==> src/rtl/fir_cfg_master_if.sv <==
// AXI-Lite initiator bundle: write address, write data, read address
// and read data channels (no write-response channel on this slave).
interface fir_cfg_master_if #(
    parameter int pADDR_WIDTH = 12,
    parameter int pDATA_WIDTH = 32
);

    logic                   awvalid;
    logic [pADDR_WIDTH-1:0] awaddr;
    logic                   awready;
    logic                   wvalid;
    logic [pDATA_WIDTH-1:0] wdata;
    logic                   wready;
    logic                   arvalid;
    logic [pADDR_WIDTH-1:0] araddr;
    logic                   arready;
    logic                   rvalid;
    logic [pDATA_WIDTH-1:0] rdata;
    logic                   rready;

    modport master (
        output awvalid, awaddr, wvalid, wdata,
        output arvalid, araddr, rready,
        input  awready, wready, arready, rvalid, rdata
    );

    modport slave (
        input  awvalid, awaddr, wvalid, wdata,
        input  arvalid, araddr, rready,
        output awready, wready, arready, rvalid, rdata
    );

endinterface

==> src/rtl/fir_cfg_master.sv <==
// FIR coefficient configuration master: writes every tap over AXI-Lite,
// reads each back and compares, then pulses stream_start_send.
module fir_cfg_master #(
    parameter int pADDR_WIDTH = 12,
    parameter int pDATA_WIDTH = 32,
    parameter int Tape_Num    = 11,
    parameter int Start_Delay = 4
) (
    input  logic                   axis_clk,
    input  logic                   axis_rst_n,
    input  logic                   coef_we,
    input  logic [3:0]             coef_idx,
    input  logic [pDATA_WIDTH-1:0] coef_wdata,
    input  logic                   cfg_start,
    output logic                   cfg_busy,
    output logic                   cfg_done,
    output logic                   cfg_error,
    output logic [3:0]             err_cnt,
    output logic                   stream_start_send,
    fir_cfg_master_if.master       axi
);

    typedef enum logic [2:0] {
        S_IDLE,
        S_WR,
        S_RD_A,
        S_RD_D,
        S_WAIT,
        S_FIN
    } state_t;

    localparam logic [3:0] C_LAST = 4'(Tape_Num - 1);
    localparam logic [4:0] C_NUM  = 5'(Tape_Num);
    // FIN lands Start_Delay cycles after the last readback cycle
    // (WAIT_START spans Start_Delay-1 cycles; minimum of one).
    localparam int         C_DLY_I    = (Start_Delay > 1) ? Start_Delay - 2 : 0;
    localparam logic [7:0] C_DLY_LAST = 8'(C_DLY_I);

    state_t                 r_state;
    state_t                 w_next;
    logic [3:0]             r_idx;
    logic                   r_aw_done;
    logic                   r_w_done;
    logic [7:0]             r_dly;
    logic                   r_err;
    logic [3:0]             r_err_cnt;
    logic [pDATA_WIDTH-1:0] r_coef [Tape_Num];

    logic                   w_awv;
    logic                   w_wv;
    logic                   w_arv;
    logic                   w_aw_hs;
    logic                   w_w_hs;
    logic                   w_ar_hs;
    logic                   w_r_hs;
    logic                   w_wr_both;
    logic                   w_last;
    logic                   w_mis;
    logic [pDATA_WIDTH-1:0] w_tap;
    logic [pADDR_WIDTH-1:0] w_addr;

    assign w_tap     = r_coef[r_idx];
    assign w_addr    = pADDR_WIDTH'({r_idx, 2'b00});
    assign w_last    = (r_idx == C_LAST);
    assign w_awv     = (r_state == S_WR) & ~r_aw_done;
    assign w_wv      = (r_state == S_WR) & ~r_w_done;
    assign w_arv     = (r_state == S_RD_A);
    assign w_aw_hs   = w_awv & axi.awready;
    assign w_w_hs    = w_wv & axi.wready;
    assign w_ar_hs   = w_arv & axi.arready;
    assign w_r_hs    = (r_state == S_RD_D) & axi.rvalid;
    assign w_wr_both = (r_aw_done | w_aw_hs) & (r_w_done | w_w_hs);
    assign w_mis     = w_r_hs & (axi.rdata != w_tap);

    assign axi.awvalid = w_awv;
    assign axi.awaddr  = w_awv ? w_addr : '0;
    assign axi.wvalid  = w_wv;
    assign axi.wdata   = w_wv ? w_tap : '0;
    assign axi.arvalid = w_arv;
    assign axi.araddr  = w_arv ? w_addr : '0;
    assign axi.rready  = (r_state == S_RD_D);

    assign cfg_busy          = (r_state != S_IDLE);
    assign cfg_done          = (r_state == S_FIN);
    assign stream_start_send = (r_state == S_FIN) & (r_err_cnt == 4'd0);
    assign cfg_error         = r_err;
    assign err_cnt           = r_err_cnt;

    // State register
    always_ff @(posedge axis_clk or negedge axis_rst_n) begin
        if (!axis_rst_n) begin
            r_state <= S_IDLE;
        end else begin
            r_state <= w_next;
        end
    end

    // Next-state decode for the write / readback / launch sequence
    always_comb begin
        w_next = r_state;
        unique case (r_state)
            S_IDLE: if (cfg_start) w_next = S_WR;
            S_WR:   if (w_wr_both && w_last) w_next = S_RD_A;
            S_RD_A: if (w_ar_hs) w_next = S_RD_D;
            S_RD_D: if (axi.rvalid) w_next = w_last ? S_WAIT : S_RD_A;
            S_WAIT: if (r_dly == C_DLY_LAST) w_next = S_FIN;
            S_FIN:  w_next = S_IDLE;
            default: w_next = S_IDLE;
        endcase
    end

    // Tap index, per-channel write done flags, delay and error tracking
    always_ff @(posedge axis_clk or negedge axis_rst_n) begin
        if (!axis_rst_n) begin
            r_idx     <= 4'd0;
            r_aw_done <= 1'b0;
            r_w_done  <= 1'b0;
            r_dly     <= 8'd0;
            r_err     <= 1'b0;
            r_err_cnt <= 4'd0;
        end else begin
            case (r_state)
                S_IDLE: begin
                    if (cfg_start) begin
                        r_idx     <= 4'd0;
                        r_aw_done <= 1'b0;
                        r_w_done  <= 1'b0;
                        r_err     <= 1'b0;
                        r_err_cnt <= 4'd0;
                    end
                end
                S_WR: begin
                    if (w_wr_both) begin
                        r_aw_done <= 1'b0;
                        r_w_done  <= 1'b0;
                        r_idx     <= w_last ? 4'd0 : r_idx + 4'd1;
                    end else begin
                        if (w_aw_hs) r_aw_done <= 1'b1;
                        if (w_w_hs)  r_w_done  <= 1'b1;
                    end
                end
                S_RD_D: begin
                    if (w_r_hs) begin
                        if (w_mis) begin
                            r_err <= 1'b1;
                            if (r_err_cnt != 4'hF) r_err_cnt <= r_err_cnt + 4'd1;
                        end
                        r_idx <= w_last ? 4'd0 : r_idx + 4'd1;
                        r_dly <= 8'd0;
                    end
                end
                S_WAIT: r_dly <= r_dly + 8'd1;
                default: ;
            endcase
        end
    end

    // Coefficient table, host-writable only while idle
    always_ff @(posedge axis_clk or negedge axis_rst_n) begin
        if (!axis_rst_n) begin
            for (int i = 0; i < Tape_Num; i++) r_coef[i] <= '0;
        end else if (r_state == S_IDLE && coef_we && {1'b0, coef_idx} < C_NUM) begin
            r_coef[coef_idx] <= coef_wdata;
        end
    end

endmodule

==> src/flat_wrapper.sv <==
// flat-port wrapper written by rule: the top's interface ports become plain ports
module fir_cfg_master_flat 
#(
    parameter int pADDR_WIDTH = 12,
    parameter int pDATA_WIDTH = 32,
    parameter int Tape_Num    = 11,
    parameter int Start_Delay = 4
)
  (axis_clk, axis_rst_n, coef_we, coef_idx, coef_wdata, cfg_start, cfg_busy, cfg_done, cfg_error, err_cnt, stream_start_send, axi_awvalid, axi_awaddr, axi_wvalid, axi_wdata, axi_arvalid, axi_araddr, axi_rready, axi_awready, axi_wready, axi_arready, axi_rvalid, axi_rdata);
  fir_cfg_master_if #(.pADDR_WIDTH(pADDR_WIDTH), .pDATA_WIDTH(pDATA_WIDTH)) axi_i ();
  input  logic axis_clk;
  input  logic axis_rst_n;
  input  logic coef_we;
  input  logic [3:0] coef_idx;
  input  logic [pDATA_WIDTH-1:0] coef_wdata;
  input  logic cfg_start;
  output logic cfg_busy;
  output logic cfg_done;
  output logic cfg_error;
  output logic [3:0] err_cnt;
  output logic stream_start_send;
  output wire logic [$bits(axi_i.awvalid)-1:0] axi_awvalid;
  output wire logic [$bits(axi_i.awaddr)-1:0] axi_awaddr;
  output wire logic [$bits(axi_i.wvalid)-1:0] axi_wvalid;
  output wire logic [$bits(axi_i.wdata)-1:0] axi_wdata;
  output wire logic [$bits(axi_i.arvalid)-1:0] axi_arvalid;
  output wire logic [$bits(axi_i.araddr)-1:0] axi_araddr;
  output wire logic [$bits(axi_i.rready)-1:0] axi_rready;
  input wire logic [$bits(axi_i.awready)-1:0] axi_awready;
  input wire logic [$bits(axi_i.wready)-1:0] axi_wready;
  input wire logic [$bits(axi_i.arready)-1:0] axi_arready;
  input wire logic [$bits(axi_i.rvalid)-1:0] axi_rvalid;
  input wire logic [$bits(axi_i.rdata)-1:0] axi_rdata;
  assign axi_awvalid = axi_i.awvalid;
  assign axi_awaddr = axi_i.awaddr;
  assign axi_wvalid = axi_i.wvalid;
  assign axi_wdata = axi_i.wdata;
  assign axi_arvalid = axi_i.arvalid;
  assign axi_araddr = axi_i.araddr;
  assign axi_rready = axi_i.rready;
  assign axi_i.awready = axi_awready;
  assign axi_i.wready = axi_wready;
  assign axi_i.arready = axi_arready;
  assign axi_i.rvalid = axi_rvalid;
  assign axi_i.rdata = axi_rdata;
  fir_cfg_master #(.pADDR_WIDTH(pADDR_WIDTH), .pDATA_WIDTH(pDATA_WIDTH), .Tape_Num(Tape_Num), .Start_Delay(Start_Delay)) u_core (.axis_clk(axis_clk), .axis_rst_n(axis_rst_n), .coef_we(coef_we), .coef_idx(coef_idx), .coef_wdata(coef_wdata), .cfg_start(cfg_start), .cfg_busy(cfg_busy), .cfg_done(cfg_done), .cfg_error(cfg_error), .err_cnt(err_cnt), .stream_start_send(stream_start_send), .axi(axi_i));
endmodule
==> config.mk <==
export PLATFORM = sky130hd
export DESIGN_NAME = fir_cfg_master_flat
export DESIGN_NICKNAME = d
export VERILOG_FILES = /design/src/rtl/fir_cfg_master_if.sv /design/src/rtl/fir_cfg_master.sv /design/src/flat_wrapper.sv
export SDC_FILE = /design/constraint.sdc
export NUM_CORES = 1
export LEC_CHECK = 0
export CAP_MARGIN = 5
export CORE_ASPECT_RATIO = 0.6
export CORE_MARGIN = 2
export CORE_UTILIZATION = 61
export CTS_CLUSTER_DIAMETER = 150
export DETAILED_ROUTE_END_ITERATION = 7
export PLACE_DENSITY = 0.83
export SYNTH_ARGS = -nofsm -noshare
export SYNTH_HDL_FRONTEND = slang
export SYNTH_SLANG_ARGS = --single-unit
==> constraint.sdc <==
create_clock -name axis_clk -period 9.2 [get_ports axis_clk]
set_clock_uncertainty 0.15 [all_clocks]
set_input_delay 1.38 -clock axis_clk [delete_from_list [all_inputs] [get_ports axis_clk]]
set_output_delay 1.38 -clock axis_clk [all_outputs]
set_load 0.02 [all_outputs]
Word level (Yosys, flattened, before mapping)
Index checks and enable logic that the tools add are counted.

Order comparisons: 4. Add/subtract/negate cells: 3. Mux-type cells: 37. Reductions and logical operators: 18. Equality and inequality tests: 20. Bitwise gates (word level): 15.

Operators by type and width (number): 352-bit bitwise mux (1); 32-bit binary-select mux with 4-bit select (1); 32-bit demux with 4-bit select (1); 32-bit two-way mux (4); 32-bit inequality test (1); 4-bit two-way mux (7); 3-bit two-way mux (6); 8-bit one-hot mux with 2 select lines (1); 3-bit one-hot mux with 5 select lines (1); 6-bit two-way mux (2); 2-bit by 1-bit inequality test with 1-bit output (second input constant) (6); 4-bit one-hot mux with 3 select lines (1); 5-bit >= comparator (second input constant) (2); 4-bit NOT with 5-bit output (2); 5-bit AND reduction (2); 1-bit bitwise AND (9); 4-bit by 1-bit adder with 4-bit output (second input constant) (2); 8-bit by 1-bit adder with 8-bit output (second input constant) (1); 8-bit by 2-bit equality test with 1-bit output (second input constant) (1); 8-bit two-way mux (1); 4-bit one-hot mux with 2 select lines (1); 4-bit AND reduction (2); 1-bit two-way mux (7); 3-bit by 2-bit equality test with 1-bit output (second input constant) (2); other kinds (18) (33).

Output and inout port bits: 68. Input bits: 76. Word-level logic and storage cells: 115. Bits in registers: 374.

Logic depth before layout (Yosys ltp)
Gate-level depths: netlist of the first run.

Word-level depth: 9. Mapped depth: 13. Gate-level depth less buffers: 9.

Worst setup path before layout of the first run
OpenSTA, ideal clock, no wires.

Path type: flip-flop to output port. Start point: reg u_core.r_idx[2]. End point: out axi_wdata[9]. Setup slack: 5.737 ns. Data arrival time: 1.933 ns. Path buffers: 4. Cell stages (with the launch flop): 9. Required time: 7.670 ns. Cell sequence: dfrtp_1 -> buf_4 -> and4bb_1 -> buf_2 -> buf_2 -> buf_1 -> o2bb2ai_1 -> a31oi_1 -> nor2_1.

Word-level cells in the longest chain between the ends: 5.

Ends and longest elaborated chain: start: declaration (RTL line fir_cfg_master.sv:41) `logic [3:0] r_idx;`; start signal: assignment (RTL line fir_cfg_master.sv:136) `r_idx <= w_last ? 4'd0 : r_idx + 4'd1;`; start signal: assignment (RTL line fir_cfg_master.sv:148) `r_idx <= w_last ? 4'd0 : r_idx + 4'd1;`; 4-bit NOT with 5-bit output (implied by the code) (RTL line fir_cfg_master.sv:62) `assign w_tap = r_coef[r_idx];`; 32-bit binary-select mux with 4-bit select (RTL line fir_cfg_master.sv:62); 32-bit two-way mux (implied by the code) (2 in a row) (RTL line fir_cfg_master.sv:62); 32-bit two-way mux (RTL line fir_cfg_master.sv:78) `assign axi.wdata = w_wv ? w_tap : '0;`; end: declaration (RTL line flat_wrapper.sv:25) `output wire logic [$bits(axi_i.wdata)-1:0] axi_wdata;`.

Every way passes these cells. The select of a mux whose other input is x is not followed.

Worst setup path after layout of the first run
Start point: reg u_core.r_idx[0]. End point: out axi_wdata[7].

The elaborated chain is that of the path after synthesis.

==> results of run 1 <==
## synth_stat cells (5+ instances only)
master	n	area share [%]
a211oi_1	5	0.21
a21oi_1	34	0.93
a221oi_1	13	0.62
a22oi_1	37	1.5
a2bb2oi_1	5	0.24
a31oi_1	14	0.48
and2_1	14	0.48
and3_1	6	0.21
buf_1	32	0.66
buf_2	18	0.49
buf_4	26	1.1
buf_6	6	0.37
clkbuf_1	53	1.1
dfrtp_1	374	51
inv_1	14	0.29
mux2_2	355	22
mux2i_1	137	7.5
mux4_2	10	1.2
nand2_1	42	0.86
nand2b_1	6	0.21
nand3_1	20	0.55
nor2_1	46	0.95
nor2b_1	9	0.31
nor3_1	13	0.36
o21ai_0	11	0.30
o221ai_1	5	0.24
o22ai_1	8	0.27
o2bb2ai_1	18	0.86
or3_1	6	0.21
xnor2_1	12	0.58
xor2_1	8	0.38
## metrics by stage
step / setup WS, ns / utilization, % / instance area, um^2
2_1_floorplan: 5.74 / - / 18300
3_3_place_gp: 4.42 / 67.6 / 19700
3_5_place_dp: 4.39 / 67.6 / 19700
4_1_cts: 3.84 / 71.6 / 20800
5_1_grt: 3.59 / 71.6 / 20800
6_report: 3.75 / 71.6 / 20800
## layout make-up
class | count | area (um^2)
flip-flops and latches | 374 | 9360
multi-input cells | 920 | 8270
fillers | 2018 | 8250
repair buffers | 149 | 1470
clock buffers | 51 | 1030
well taps | 400 | 500
clock inverters | 10 | 128
inverters | 15 | 56.3
diodes | 2 | 5.00
## registers in the layout (all words and copies together) (netlist names)
name              count
u_core.r_aw_done      1
u_core.cfg_error      1
u_core.r_idx          4
u_core.r_coef       352
u_core.r_w_done       1
u_core.r_state        3
u_core.r_dly          8
u_core.err_cnt        4
## per-layer routing
layer,track usage (%),vias to the layer above,routed length [um]
li1,-,5331,-
met1,44.6,6428,21200
met2,50.1,535,22100
met3,9.32,100,4390
met4,11.7,2,1580
met5,0,-,11
## report_power, final
group	total (W)	leakage (nW)	switching [W]	internal, W
registers	0.00215	5.12	0.000214	0.00194
clock network	0.00148	0.569	0.000621	0.000861
logic	0.00185	4.05	0.00106	0.000784
total	0.00548	9.73	0.00190	0.00358
## logic make-up after synthesis
kind of cell / after synthesis / share of synthesized area (%)
compound gates: 183 / 7.20
xor+xnor: 20 / 0.960
fa+ha+maj: 4 / 0.274
buf+inv: 150 / 3.99
flops: 374 / 51.3
mux: 505 / 30.9
other cells: 1 / 0.0205
simple gates: 192 / 5.43
## path summary, 6_finish.rpt
kind	startpoint	end	slack, ns
worst max-delay path	u_core.r_idx[0]	axi_wdata[7]	3.75
worst min register to register	u_core.r_dly[7]	u_core.r_dly[7]	0.34
worst min-delay path	u_core.r_dly[7]	u_core.r_dly[7]	0.34
max in group asynchronous	axis_rst_n	u_core.r_coef[247]	5.98
worst max register to register	u_core.r_idx[0]	u_core.err_cnt[2]	4.43
min in group asynchronous	axis_rst_n	u_core.r_coef[346]	0.74
==> results.sh, run 1 <==
export IMPL_avgRoutedWirePerCell_um=25.7
export IMPL_crit_cells=6
export IMPL_timing_final_hold_violations=0
export IMPL_fmax_mhz=184
export IMPL_first_pass_iters=5
export IMPL_via_per_inst=6.45
export IMPL_synth_seq_area_share_pct=51.3
export IMPL_gp_congestion=0.993
export IMPL_synth_area_mm2=0.0183
export IMPL_grt_util_all_layers_pct=32.6
export IMPL_grt_max_degree=178
export IMPL_core_rowCount=48
export IMPL_final_common_cell="dfrtp_1"
export IMPL_finalPower_w=0.00548
export IMPL_clk_path_buf_depth=3
export IMPL_setup_tns_ns=0
export IMPL_crit_buf_inv=2
export IMPL_max_slew_margin_rel_pct=11.8
export IMPL_h_tree_depth=2
export IMPL_slowest_stage="dfrtp_4"
export IMPL_arrival_ns=3.92
export IMPL_port_buffer_count=127
export IMPL_first_iter_violations=1137
export IMPL_ff2ff_path_depth=10
export IMPL_grt_first_pass_wirelength_um=75900
export IMPL_syn_inst=1429
export IMPL_dp_cells=1858
export IMPL_status="complete, no violations"
export IMPL_drv_slew=0
export IMPL_antenna_found_initial=3
export IMPL_slowest_delay_ns=0.73
export IMPL_cp_required_ns=7.67
export IMPL_synth_top_flop_cell="dfrtp_1"
export IMPL_worstSetupPathType="reg2out"
export IMPL_cp_max_fo=136
export IMPL_hold_slack_ns=0.343
export IMPL_rsz0062_at_grt="no"
export IMPL_final_net_count=1575
export IMPL_core_area_mm2=0.0291
export IMPL_wirelength_um=49300
export IMPL_drv_cap=0
export IMPL_ctsHoldBuffers=0
export IMPL_vias=12400
export IMPL_power_density_mw_per_mm2=263
export IMPL_overflow=0
export IMPL_die_x_um=227
export IMPL_cts_buffers=35
export IMPL_drt_antenna_violating_nets=0
export IMPL_die_area_mm2=0.0314
export IMPL_insertion_delay_ns=0.53
export IMPL_hp_class="reg2reg"
export IMPL_die_h_um=138
export IMPL_finalSetupViolCount=0
export IMPL_yosysWarnings=0
export IMPL_max_slew_worst_pin_slew_ns=1.32
export IMPL_start_util_pct=62.8
export IMPL_peakVddDrop_mv=0.260
export IMPL_synth_distinct_cells=74
export IMPL_clk_pin_slew_ns=0.06
export IMPL_postCtsSetupRepairBufs=0
export IMPL_cts_tree="built"
export IMPL_cp_cell_sequence="buf_12, mux2i_1, a22oi_1, a221oi_1, nor2_1, clkdlybuf4s50_1"
export IMPL_ios=144
export IMPL_dp_hpwl_um=30200
export IMPL_drc=0
export IMPL_ys_seq_elements=374
export IMPL_layout_common_cells="373 x dfrtp_1, 355 x mux2_2, 137 x mux2i_1"
export IMPL_ys_async_sr_fraction_pct=100
export IMPL_power_leakage_nw=9.73
export IMPL_clock_sinks=374
export IMPL_ctsResizeCount=0
export IMPL_period_share_pct=59.2
export IMPL_synth_edf_count=0
export IMPL_avgSynthCellArea_um2=12.8
export IMPL_hold_depth=1
export IMPL_crit_path_end_kind="output port"
export IMPL_final_cells=1921
export IMPL_critPathTopFamily="buffers and inverters"
export IMPL_start_kind="flip-flop"
export IMPL_finalCriticalPeriod_ns=5.45
export IMPL_drive_gt1_share_pct=30.9
export IMPL_area_growth_pct=14.1
export IMPL_grt_pass1_vias=12800
export IMPL_root_buffer="clkbuf_16"
No activity file was read; power rests on OpenSTA's default activity.
==> run 2, diff against run 1 <==
- CORE_UTILIZATION: 61 -> 53
- PLACE_DENSITY: 0.83 -> 0.76
- clock period: 9.2 -> 4.96 ns (I/O delays scaled with it)
==> results.sh, run 2 (same netlist as run 1, synthesis figures left out) <==
export IMPL_drv_cap=0
export IMPL_vias=12400
export IMPL_stdcell_area_mm2=0.0209
export IMPL_die_x_um=244
export IMPL_power_leakage_nw=9.77
export IMPL_finalCriticalPeriod_ns=4.65
export IMPL_grt_util_all_layers_pct=28.1
export IMPL_drive_gt1_share_pct=31.2
export IMPL_max_slew_margin_rel_pct=15.9
export IMPL_first_pass_iters=8
export IMPL_final_common_cell="dfrtp_1"
export IMPL_postCtsSetupRepairBufs=0
export IMPL_final_net_count=1587
export IMPL_drt_antenna_violating_nets=0
export IMPL_grt_pass1_vias=12500
export IMPL_root_buffer="clkbuf_16"
export IMPL_place_area_mm2=0.0198
export IMPL_max_slew_worst_pin_slew_ns=1.26
export IMPL_overflow=0
export IMPL_first_iter_violations=1139
export IMPL_ios=144
export IMPL_layout_common_cells="373 x dfrtp_1, 355 x mux2_2, 137 x mux2i_1"
export IMPL_ctsHoldBuffers=0
export IMPL_arrival_ns=3.76
export IMPL_crit_path_end_kind="output port"
export IMPL_gp_congestion=0.954
export IMPL_port_buffer_count=127
export IMPL_setup_tns_ns=0
export IMPL_clk_path_buf_depth=3
export IMPL_clk_pin_slew_ns=0.07
export IMPL_hp_class="in2async"
export IMPL_largestRegisters="u_core.r_coef x352, u_core.r_dly x8"
export IMPL_grt_first_pass_wirelength_um=76900
export IMPL_die_area_mm2=0.0360
export IMPL_insertion_delay_ns=0.54
export IMPL_start_kind="flip-flop"
export IMPL_antenna_found_initial=2
export IMPL_h_tree_depth=2
export IMPL_hold_slack_ns=0.144
export IMPL_clock_sinks=374
export IMPL_status="complete, no violations"
export IMPL_final_cells=1990
export IMPL_largest_register_ffs=352
export IMPL_cp_required_ns=4.07
export IMPL_cts_tree="built"
export IMPL_dp_hpwl_um=32600
export IMPL_worstSetupPathType="reg2out"
export IMPL_fmax_mhz=215
export IMPL_start_util_pct=53.9
export IMPL_regMostFlops="u_core.r_coef"
export IMPL_ctsResizeCount=0
export IMPL_cts_buffers=35
export IMPL_finalSetupViolCount=0
export IMPL_power_density_mw_per_mm2=481
export IMPL_dp_cells=1929
export IMPL_drv_slew=0
export IMPL_avgRoutedWirePerCell_um=25.1
export IMPL_drc=0
export IMPL_rsz0062_at_grt="no"
export IMPL_grt_max_degree=117
export IMPL_wirelength_um=49900
export IMPL_final_util_pct=61.9
export IMPL_core_rowCount=52
export IMPL_via_per_inst=6.24
export IMPL_timing_final_hold_violations=0
export IMPL_core_area_mm2=0.0338
export IMPL_cp_max_fo=27
export IMPL_peakVddDrop_mv=0.355
export IMPL_die_h_um=148
export IMPL_area_growth_pct=14.8
export IMPL_period_share_pct=93.8
[run 2: area by class of cell]
type / count / area [um^2]
diodes: 1 / 2.50
clock buffers: 53 / 1040
clock inverters: 7 / 63.8
fillers: 2667 / 12900
inverters: 15 / 56.3
multi-input cells: 920 / 8270
flip-flops and latches: 374 / 9360
well taps: 459 / 574
repair buffers: 161 / 1580
[run 2: per-stage QoR]
stage / worst slack (ns) / power [W]
2_1_floorplan: 1.95 / 0.00613
3_3_place_gp: 0.935 / 0.00732
3_5_place_dp: 0.943 / 0.00741
4_1_cts: 0.423 / 0.0101
5_1_grt: 0.213 / 0.0105
6_report: 0.310 / 0.0101
[run 2: worst max-delay path, stage by stage, from the launching register on]
cell and delay, ns:
dfrtp_4 0.70, buf_4 0.28, mux4_2 0.52, a22o_1 0.25, a221oi_1 0.76, nor2_1 0.12, clkdlybuf4s50_1 0.58
[run 2: power breakdown]
group | internal (W) | total, W | switching (W)
Combinational | 0.00148 | 0.00343 | 0.00195
Clock | 0.00150 | 0.00265 | 0.00115
Sequential | 0.00359 | 0.00400 | 0.000410
[run 2: final timing paths]
kind,slack (ns),cells after the start,endpoint,from
worst max-delay path,0.31,6,axi_wdata[24],u_core.r_idx[0]
worst min-delay path,0.14,1,u_core.r_coef[344],axis_rst_n
worst max register to register,0.84,10,u_core.err_cnt[2],u_core.r_idx[0]
worst min register to register,0.35,1,u_core.r_coef[194],u_core.r_coef[194]
max in group asynchronous,3.41,2,u_core.r_coef[195],axis_rst_n
min in group axis_clk,0.35,1,u_core.r_coef[194],u_core.r_coef[194]
[run 2: metal layers]
metal,up-vias,part of all wire (%),global-route usage [%]
li1,5337,-,-
met4,0,2.6,8.26
met5,-,0,0
met1,6471,46,42.4
met3,69,8.2,6.05
met2,531,43,40.9
